==> src/rtl/fifo_arb_pkg.sv <==
// rtl/fifo_arb_pkg.sv - shared types and helpers for the FIFO write-port arbiter
package fifo_arb_pkg;

  // Arbiter FSM: free for round-robin, or held by one producer mid-packet
  typedef enum logic {ARB_IDLE, ARB_LOCKED} arb_state_t;

  // Bits needed to carry a requester index (never narrower than one bit)
  function automatic int id_w(input int n);
    return (n < 2) ? 1 : $clog2(n);
  endfunction

endpackage

==> src/rtl/fifo_wr_arbiter_if.sv <==
// rtl/fifo_wr_arbiter_if.sv - producer-side valid/ready bundle for the FIFO write arbiter
interface fifo_wr_arbiter_if #(
  parameter int N_REQ = 4,
  parameter int WIDTH = 8
) ();

  logic [N_REQ-1:0]       req_valid;
  logic [N_REQ*WIDTH-1:0] req_data;
  logic [N_REQ-1:0]       req_last;
  logic [N_REQ-1:0]       req_ready;

  // Producers drive beats and observe ready
  modport master (output req_valid, output req_data, output req_last, input req_ready);

  // The arbiter observes beats and drives ready
  modport slave (input req_valid, input req_data, input req_last, output req_ready);

endinterface

==> src/rtl/fifo_wr_arbiter_rr.sv <==
// rtl/fifo_wr_arbiter_rr.sv - round-robin pick: masked priority encoder with unmasked fallback
module rr_arbiter
  import fifo_arb_pkg::*;
#(
  parameter int N = 4,
  localparam int IW = id_w(N)
) (
  input  logic [N-1:0]  req,
  input  logic [IW-1:0] ptr,
  output logic [N-1:0]  gnt,
  output logic [IW-1:0] gnt_idx
);

  logic found;

  // Lowest requester at or above ptr wins; otherwise wrap to the lowest requester overall
  always_comb begin
    gnt     = '0;
    gnt_idx = '0;
    found   = 1'b0;
    for (int i = 0; i < N; i++) begin
      if (!found && req[i] && (i >= int'(ptr))) begin
        found   = 1'b1;
        gnt_idx = IW'(i);
      end
    end
    for (int i = 0; i < N; i++) begin
      if (!found && req[i]) begin
        found   = 1'b1;
        gnt_idx = IW'(i);
      end
    end
    if (found) gnt[gnt_idx] = 1'b1;
  end

endmodule

==> src/rtl/fifo_wr_arbiter.sv <==
// rtl/fifo_wr_arbiter.sv - packet-locked round-robin sharing of one sync_fifo write port
module fifo_wr_arbiter
  import fifo_arb_pkg::*;
#(
  parameter int N_REQ     = 4,
  parameter int WIDTH     = 8,
  parameter int MAX_BURST = 16,
  localparam int ID_W     = id_w(N_REQ)
) (
  input  logic                  clk,
  input  logic                  arst_n,
  fifo_wr_arbiter_if.slave      req_if,
  input  logic                  fifo_full,
  output logic                  fifo_wr_en,
  output logic [WIDTH+ID_W-1:0] fifo_din,
  output logic [ID_W-1:0]       grant_id,
  output logic                  locked,
  output logic                  burst_trunc
);

  localparam int CNT_W = $clog2(MAX_BURST + 1);
  localparam logic [CNT_W-1:0] CNT_MAX = CNT_W'(MAX_BURST);

  arb_state_t       state_q, state_d;
  logic [ID_W-1:0]  rr_ptr_q, rr_ptr_d;
  logic [ID_W-1:0]  owner_q, owner_d;
  logic [ID_W-1:0]  grant_q, grant_d;
  logic [CNT_W-1:0] beat_cnt_q, beat_cnt_d;
  logic             trunc_q, trunc_d;
  logic             en_q;

  logic [N_REQ-1:0] arb_gnt;
  logic [ID_W-1:0]  arb_idx;
  logic [N_REQ-1:0] ready;
  logic [ID_W-1:0]  sel;
  logic             sel_ok;
  logic             xfer;
  logic [CNT_W-1:0] cnt_next;

  function automatic logic [ID_W-1:0] ptr_after(input logic [ID_W-1:0] idx);
    if (int'(idx) == N_REQ - 1) return '0;
    return idx + 1'b1;
  endfunction

  rr_arbiter #(.N(N_REQ)) u_rr (
    .req     (req_if.req_valid),
    .ptr     (rr_ptr_q),
    .gnt     (arb_gnt),
    .gnt_idx (arb_idx)
  );

  // Pick the active source, gate ready on full/enable, and plan the next FSM step
  always_comb begin
    state_d    = state_q;
    rr_ptr_d   = rr_ptr_q;
    owner_d    = owner_q;
    grant_d    = grant_q;
    beat_cnt_d = beat_cnt_q;
    trunc_d    = 1'b0;
    ready      = '0;
    if (state_q == ARB_IDLE) begin
      sel      = arb_idx;
      sel_ok   = |arb_gnt;
      cnt_next = CNT_W'(1);
    end else begin
      sel      = owner_q;
      sel_ok   = 1'b1;
      cnt_next = (beat_cnt_q == CNT_MAX) ? CNT_MAX : beat_cnt_q + 1'b1;
    end
    if (en_q && sel_ok && !fifo_full) ready[sel] = 1'b1;
    xfer = |(req_if.req_valid & ready);
    if (xfer) begin
      grant_d    = sel;
      beat_cnt_d = cnt_next;
      if (req_if.req_last[sel] || (cnt_next == CNT_MAX)) begin
        state_d  = ARB_IDLE;
        rr_ptr_d = ptr_after(sel);
        trunc_d  = !req_if.req_last[sel];
      end else begin
        state_d  = ARB_LOCKED;
        owner_d  = sel;
      end
    end
  end

  assign req_if.req_ready = ready;
  assign fifo_wr_en       = xfer;
  assign fifo_din         = {sel, req_if.req_data[int'(sel)*WIDTH +: WIDTH]};
  assign grant_id         = grant_q;
  assign locked           = (state_q == ARB_LOCKED);
  assign burst_trunc      = trunc_q;

  // Arbitration state; a reset drops any lock and holds the port off for one edge
  always_ff @(posedge clk or negedge arst_n) begin
    if (!arst_n) begin
      state_q    <= ARB_IDLE;
      rr_ptr_q   <= '0;
      owner_q    <= '0;
      grant_q    <= '0;
      beat_cnt_q <= '0;
      trunc_q    <= 1'b0;
      en_q       <= 1'b0;
    end else begin
      state_q    <= state_d;
      rr_ptr_q   <= rr_ptr_d;
      owner_q    <= owner_d;
      grant_q    <= grant_d;
      beat_cnt_q <= beat_cnt_d;
      trunc_q    <= trunc_d;
      en_q       <= 1'b1;
    end
  end

endmodule

==> src/flat_wrapper.sv <==
// flat-port wrapper written by rule: the top's interface ports become plain ports
module fifo_wr_arbiter_flat import fifo_arb_pkg::*;
#(
  parameter int N_REQ     = 4,
  parameter int WIDTH     = 8,
  parameter int MAX_BURST = 16,
  localparam int ID_W     = id_w(N_REQ)
)
  (clk, arst_n, fifo_full, fifo_wr_en, fifo_din, grant_id, locked, burst_trunc, req_if_req_valid, req_if_req_data, req_if_req_last, req_if_req_ready);
  fifo_wr_arbiter_if #(.N_REQ(N_REQ), .WIDTH(WIDTH)) req_if_i ();
  input  logic clk;
  input  logic arst_n;
  input  logic fifo_full;
  output logic fifo_wr_en;
  output logic [WIDTH+ID_W-1:0] fifo_din;
  output logic [ID_W-1:0] grant_id;
  output logic locked;
  output logic burst_trunc;
  input wire logic [$bits(req_if_i.req_valid)-1:0] req_if_req_valid;
  input wire logic [$bits(req_if_i.req_data)-1:0] req_if_req_data;
  input wire logic [$bits(req_if_i.req_last)-1:0] req_if_req_last;
  output wire logic [$bits(req_if_i.req_ready)-1:0] req_if_req_ready;
  assign req_if_i.req_valid = req_if_req_valid;
  assign req_if_i.req_data = req_if_req_data;
  assign req_if_i.req_last = req_if_req_last;
  assign req_if_req_ready = req_if_i.req_ready;
  fifo_wr_arbiter #(.N_REQ(N_REQ), .WIDTH(WIDTH), .MAX_BURST(MAX_BURST)) u_core (.clk(clk), .arst_n(arst_n), .req_if(req_if_i), .fifo_full(fifo_full), .fifo_wr_en(fifo_wr_en), .fifo_din(fifo_din), .grant_id(grant_id), .locked(locked), .burst_trunc(burst_trunc));
endmodule
==> config.mk <==
export PLATFORM = sky130hd
export DESIGN_NAME = fifo_wr_arbiter_flat
export DESIGN_NICKNAME = d
export VERILOG_FILES = /design/src/rtl/fifo_arb_pkg.sv /design/src/rtl/fifo_wr_arbiter_if.sv /design/src/rtl/fifo_wr_arbiter_rr.sv /design/src/rtl/fifo_wr_arbiter.sv /design/src/flat_wrapper.sv
export SDC_FILE = /design/constraint.sdc
export NUM_CORES = 1
export LEC_CHECK = 0
export BUFFER_PORTS_ARGS = -buffer_cell sky130_fd_sc_hd__buf_4
export CAP_MARGIN = 20
export CORE_MARGIN = 2
export CORE_UTILIZATION = 41
export DETAILED_ROUTE_END_ITERATION = 10
export PLACE_DENSITY = 0.87
export SYNTH_ARGS = -nofsm -noshare
export SYNTH_HDL_FRONTEND = slang
export SYNTH_SLANG_ARGS = --single-unit
==> constraint.sdc <==
create_clock -name clk -period 3 [get_ports clk]
set_clock_uncertainty 0.15 [all_clocks]
set_input_delay 0.15 -clock clk [delete_from_list [all_inputs] [get_ports clk]]
set_output_delay 0.15 -clock clk [all_outputs]
set_load 0.005 [all_outputs]
==> results.json, run 1 <==
{
  "setup_viol": 0,
  "drv_slew": 0,
  "reg2reg_from": "u_core.locked",
  "core_area_um2": 2758,
  "cap_violations": 0,
  "post-dp-hpwl_um": 2491,
  "cts.reportedPaths.clkPinSlew_ns": 0.08,
  "cts_tree": "built",
  "async_flop_share": 1.000,
  "cts_hold_buf": 1,
  "diodes": 0,
  "fill_cells": 237,
  "grt_max_degree": 19,
  "drt-initial-drc-count": 59,
  "cp.arrival_ns": 2.43,
  "max_freq_mhz": 366.1,
  "reg2reg_depth": 8,
  "antenna_found_initial": 0,
  "ant_nets": 0,
  "firstDrtPassIters": 4,
  "num_rows": 19,
  "r2r_slack_ns": 0.27,
  "global_route.overflow_total": 0,
  "wirelength_um": 3061,
  "hold_path.class": "in2async",
  "grt_use_total": 0.1736,
  "synth_cell_type_count": 42,
  "synth_edf_count": 0,
  "dp.cells": 231,
  "grt_pass1_wl_um": 4602,
  "syn-cell-area_um2": 1194,
  "crit_top_cell": "buf_4",
  "cp.required_ns": 2.70,
  "fin_crit_ns": 2.732,
  "synth_fp_nets": 187,
  "die_y_um": 57.96,
  "synth_cells": 141,
  "dr_total_vias": 1235,
  "area_growth_pct": 44.86,
  "worst-setup-path-type": "reg2out",
  "wl_per_cell_um": 13.03,
  "clk_latency_ns": 0.27,
  "fin_nets": 252,
  "layout_commonest_cell": "buf_4",
  "clock_tree.root_cell": "clkbuf_4",
  "mostFrequentLayoutCells": "buf_4, dfrtp_1, mux2i_1, a21oi_1, nand2_1",
  "static-leakage-power_nw": 0.8631,
  "period_share": 0.9106,
  "holdWs_ns": 0.1057,
  "grt_pass1_vias": 1001,
  "r2r_end": "u_core.owner_q[1]",
  "avgSynthCellArea_um2": 8.466,
  "hold_viol": 0,
  "cts_resized": 0,
  "power_density_nw_per_um2": 873.7,
  "synth_seq_cells": 14,
  "synth_flop_cell": "dfrtp_1",
  "die_area_um2": 3359,
  "crit_family": "simple AND/OR/NAND/NOR gates",
  "finalSetupTns_ns": 0,
  "ys_warn_count": 0,
  "post-cts-setup-buffer-count": 0,
  "final_layout_size_suffix_gt1_frac": 0.3824,
  "cts-buffers-inserted": 3,
  "critPathMaxStageDelay_ns": 0.51,
  "ctsHtreeMaxLevel": 1,
  "vdd_drop_max_v": 0.0005853,
  "cpMaxStageDelayCell": "dfrtp_1",
  "path_buf_inv": 3,
  "fin_util": 0.6270,
  "startpoint_type": "register",
  "crit_fanout": 18,
  "gp_congestion": 0.8425,
  "cp-end-kind": "output port",
  "fin_cells": 235,
  "dieWidth_um": 57.96,
  "post-route-drc-count": 0,
  "rsz0062_at_grt": "false",
  "vias_per_cell": 5.255,
  "clkSinkCount": 14,
  "clockBufferDepth": 2,
  "portBuffers": 61,
  "seq_area_frac_synth": 0.2935,
  "path_cells": "nor2_1 > a32o_1 > or3_1 > buf_4 > buf_4 > and2_0 > a211oi_1 > a21oi_1 > buf_4",
  "ioPinCount": 62,
  "status": "complete, no violations",
  "start_util": 0.4328
}
synthesized netlist by cell type, drive strengths merged (2+ instances only):
master   n  area [um2]
a211oi   8       60.06
or4b     2       20.02
ha       3       37.54
and3     2       12.51
and2     9       56.31
o41ai    2       36.29
mux2i   13       130.1
a221oi   2       17.52
dfrtp   14       350.3
mux2     4       48.79
nand3    8       40.04
buf      4       23.76
or3      2       17.52
nor2     6       22.52
inv      8       30.03
nand2b   4       25.02
o21ai    8       40.04
a21oi   12       60.06
clkbuf   4       15.01
nand2   12       45.04
worst register-to-register path, stage by stage, from the launching register on:
cell     delay (ns)
dfrtp_1        0.51
nor2_1         0.08
a32o_1         0.25
or3_1          0.32
buf_4          0.19
mux2i_1        0.12
o31a_1         0.27
or3_4          0.42
mux2_4         0.30
cell type report:
| cell class | instances | area (um2) | share of cell area |
|---|---|---|---|
| Tap cell | 31 | 38.79 | 0.02243 |
| Sequential cell | 14 | 350.3 | 0.2026 |
| Clock buffer | 3 | 22.52 | 0.01302 |
| Multi-Input combinational cell | 111 | 774.5 | 0.4479 |
| Timing Repair Buffer | 68 | 513.0 | 0.2967 |
| Inverter | 8 | 30.03 | 0.01737 |
state kept, by name (all words and copies together), names as in the netlist:
register and cells:
u_core.beat_cnt_q 5, u_core.burst_trunc 1, u_core.en_q 1, u_core.grant_id 2, u_core.locked 1, u_core.owner_q 2, u_core.rr_ptr_q 2
layer usage:
metal  GRT usage  vias up  routed length [um]
li1            -      641                   -
met1      0.2468      553                1363
met2      0.2776       36                1535
met3     0.01563        5                 123
met4     0.05980        0                  38
met5           0        -                   0
where the power goes:
part           switching (W)  internal (W)  leakage [nW]
logic               0.000497      0.000547         0.677
registers          0.0000993      0.000264         0.172
clock network      0.0000570     0.0000465        0.0138
worst max path at each step:
stage                       start                 to  slack [ns]  cells past startpoint
finish              u_core.locked        fifo_din[5]        0.27                      9
global route        u_core.locked        fifo_din[1]        0.11                      9
CTS                 u_core.locked        fifo_din[5]        0.26                      9
detailed placement  u_core.locked  u_core.owner_q[1]        0.29                      8
global placement    u_core.locked  u_core.owner_q[1]        0.34                      8
floorplan           u_core.locked  u_core.owner_q[1]        0.02                     13
through the flow:
stage	setup slack (ns)	power (W)	instance area, um2
3_3_place_gp	0.3406	0.001400	1697
4_1_cts	0.2643	0.001520	1729
6_report	0.2683	0.001511	1729
2_1_floorplan	0.01503	0.001009	1194
5_1_grt	0.1140	0.001646	1729
3_5_place_dp	0.2854	0.001413	1697
kinds of logic after synthesis:
family          Yosys count  share of synthesized area
compound gates           40                     0.2327
xor+xnor                  1                   0.007339
mux                      17                     0.1499
flops                    14                     0.2935
other cells               1                   0.003142
simple gates             49                     0.2243
fa+ha+maj                 3                    0.03145
buf+inv                  16                    0.05764
Note: power is estimated with default switching activity, not from simulation.
==> run 2, diff against run 1 <==
CELL_PAD_IN_SITES_DETAIL_PLACEMENT = 1   (was default)
CELL_PAD_IN_SITES_GLOBAL_PLACEMENT = 1   (was default)
CORE_UTILIZATION = 28   (was 41)
PLACE_DENSITY = 0.85   (was 0.87)
==> run 2 against run 1 <==
Non-clock buffer count decreased by 1. First-iteration DRC count fell by 34%. Utilization shrank 19 points. Via count grew 7.2%. Worst hold slack better by 0.039 ns. Wire length up 29%. Clock-buffer cell count is the same. Critical path depth is the same. Largest cell class unchanged.
==> results.json, run 2 (synthesized netlist as in run 1, its figures left out) <==
{
  "fin_util": 0.4348,
  "gp_congestion": 0.8610,
  "cp.required_ns": 3.03,
  "finalSetupTns_ns": 0,
  "drv_slew": 0,
  "ctsHtreeMaxLevel": 1,
  "power_density_nw_per_um2": 909.3,
  "use_met1": 0.2093,
  "final_layout_size_suffix_gt1_frac": 0.3793,
  "startpoint_type": "register",
  "period_share": 0.9410,
  "dr_total_vias": 1324,
  "portBuffers": 61,
  "grt_use_total": 0.1705,
  "grt_pass1_vias": 1435,
  "p_switching_w": 0.0007120,
  "clkSinkCount": 14,
  "area_growth_pct": 47.80,
  "worst-setup-path-type": "reg2reg",
  "clockBufferDepth": 2,
  "grt_max_degree": 21,
  "cts_hold_buf": 1,
  "clk_latency_ns": 0.24,
  "layout_commonest_cell": "buf_4",
  "clock_tree.root_cell": "clkbuf_8",
  "use_met3": 0.02907,
  "p_int_w": 0.0008923,
  "setup_viol": 0,
  "wirelength_um": 3953,
  "cts_resized": 0,
  "static-leakage-power_nw": 0.8658,
  "antenna_found_initial": 0,
  "post-route-drc-count": 0,
  "cts_tree": "built",
  "die_y_um": 69.29,
  "start_util": 0.2942,
  "dieWidth_um": 69.29,
  "vdd_drop_max_v": 0.0003751,
  "grt_most_used_layer": "met2",
  "grt_pass1_wl_um": 6817,
  "ioPinCount": 62,
  "core_area_um2": 4058,
  "ant_nets": 0,
  "die_area_um2": 4801,
  "cp-end-kind": "register",
  "p_sw_frac": 0.4438,
  "seq_power_share": 0.231,
  "crit_fanout": 12,
  "post-cts-setup-buffer-count": 0,
  "max_freq_mhz": 354.2,
  "fin_crit_ns": 2.823,
  "fill_cells": 496,
  "r2r_end": "u_core.beat_cnt_q[4]",
  "firstDrtPassIters": 4,
  "num_rows": 23,
  "status": "complete, no violations",
  "diodes": 0,
  "post-dp-hpwl_um": 3206,
  "clkPwrFrac": 0.093,
  "hold_viol": 0,
  "use_met2": 0.2991,
  "wl_per_cell_um": 15.62,
  "holdWs_ns": 0.1445,
  "rsz0062_at_grt": "false",
  "global_route.overflow_total": 0,
  "reg2reg_depth": 9,
  "cap_violations": 0,
  "reg2reg_from": "u_core.locked",
  "mostFrequentLayoutCells": "buf_4, dfrtp_1, mux2i_1, a21oi_1, nand2_1",
  "cp.arrival_ns": 2.85,
  "drt-initial-drc-count": 39,
  "p_comb_frac": 0.676,
  "hold_path.class": "in2async",
  "cts-buffers-inserted": 3,
  "cts.reportedPaths.clkPinSlew_ns": 0.05,
  "vias_per_cell": 5.233,
  "r2r_slack_ns": 0.18,
  "largest_reg_flops": 5,
  "top_register": "u_core.beat_cnt_q",
  "fin_nets": 251
}
-- run 2: critical path, cell delays in order, from the launching register on --
cell     delay (ns)
dfrtp_1        0.53
nor2_1         0.08
a32o_1         0.26
or3_1          0.36
buf_4          0.20
mux2i_1        0.12
o31a_1         0.27
buf_4          0.19
or4b_1         0.50
nand3_1        0.10
-- run 2: power by group through the flow --
| stage | clock network [W] | logic, W | registers, W |
|---|---|---|---|
| 3_3_place_gp | 0 | 0.00105 | 0.000365 |
| 3_5_place_dp | 0 | 0.00109 | 0.000371 |
| 6_report | 0.000149 | 0.00108 | 0.000371 |
| 2_1_floorplan | 0 | 0.000677 | 0.000332 |
| 4_1_cts | 0.000157 | 0.00109 | 0.000368 |
| 5_1_grt | 0.000168 | 0.00120 | 0.000385 |
-- run 2: final cells by class --
cell class | instances | area [um2] | area share
sequential | 14 | 350.3 | 0.1986
tap | 50 | 62.56 | 0.03546
multi-input combinational | 111 | 774.5 | 0.4390
timing repair buffer | 67 | 505.5 | 0.2865
inverter | 8 | 30.03 | 0.01702
clock buffer | 3 | 41.29 | 0.02340
-- run 2: how the worst max path moves through the flow --
stage	start	to	depth (start not counted)
after floorplan	u_core.locked	u_core.owner_q[1]	13
after global placement	u_core.locked	u_core.owner_q[1]	8
after detailed placement	u_core.locked	u_core.beat_cnt_q[4]	9
after CTS	u_core.locked	u_core.beat_cnt_q[4]	11
after global routing	u_core.locked	u_core.beat_cnt_q[3]	11
final	u_core.locked	u_core.beat_cnt_q[4]	9
-- run 2: per-stage QoR --
stage          total power [W]  instance area (um2)  instances  worst slack (ns)
3_5_place_dp          0.001460                 1713        249            0.1962
6_report              0.001604                 1764        253            0.1771
5_1_grt               0.001753                 1764        253           0.03381
2_1_floorplan         0.001009                 1194        141           0.01503
4_1_cts               0.001620                 1764        253            0.1797
3_3_place_gp          0.001414                 1713        249            0.2928
-- run 2: per-layer routing --
metal,share of wire,up-vias
met4,0.027,0
met1,0.43,637
met2,0.50,37
met3,0.042,10
li1,-,640
met5,0,-
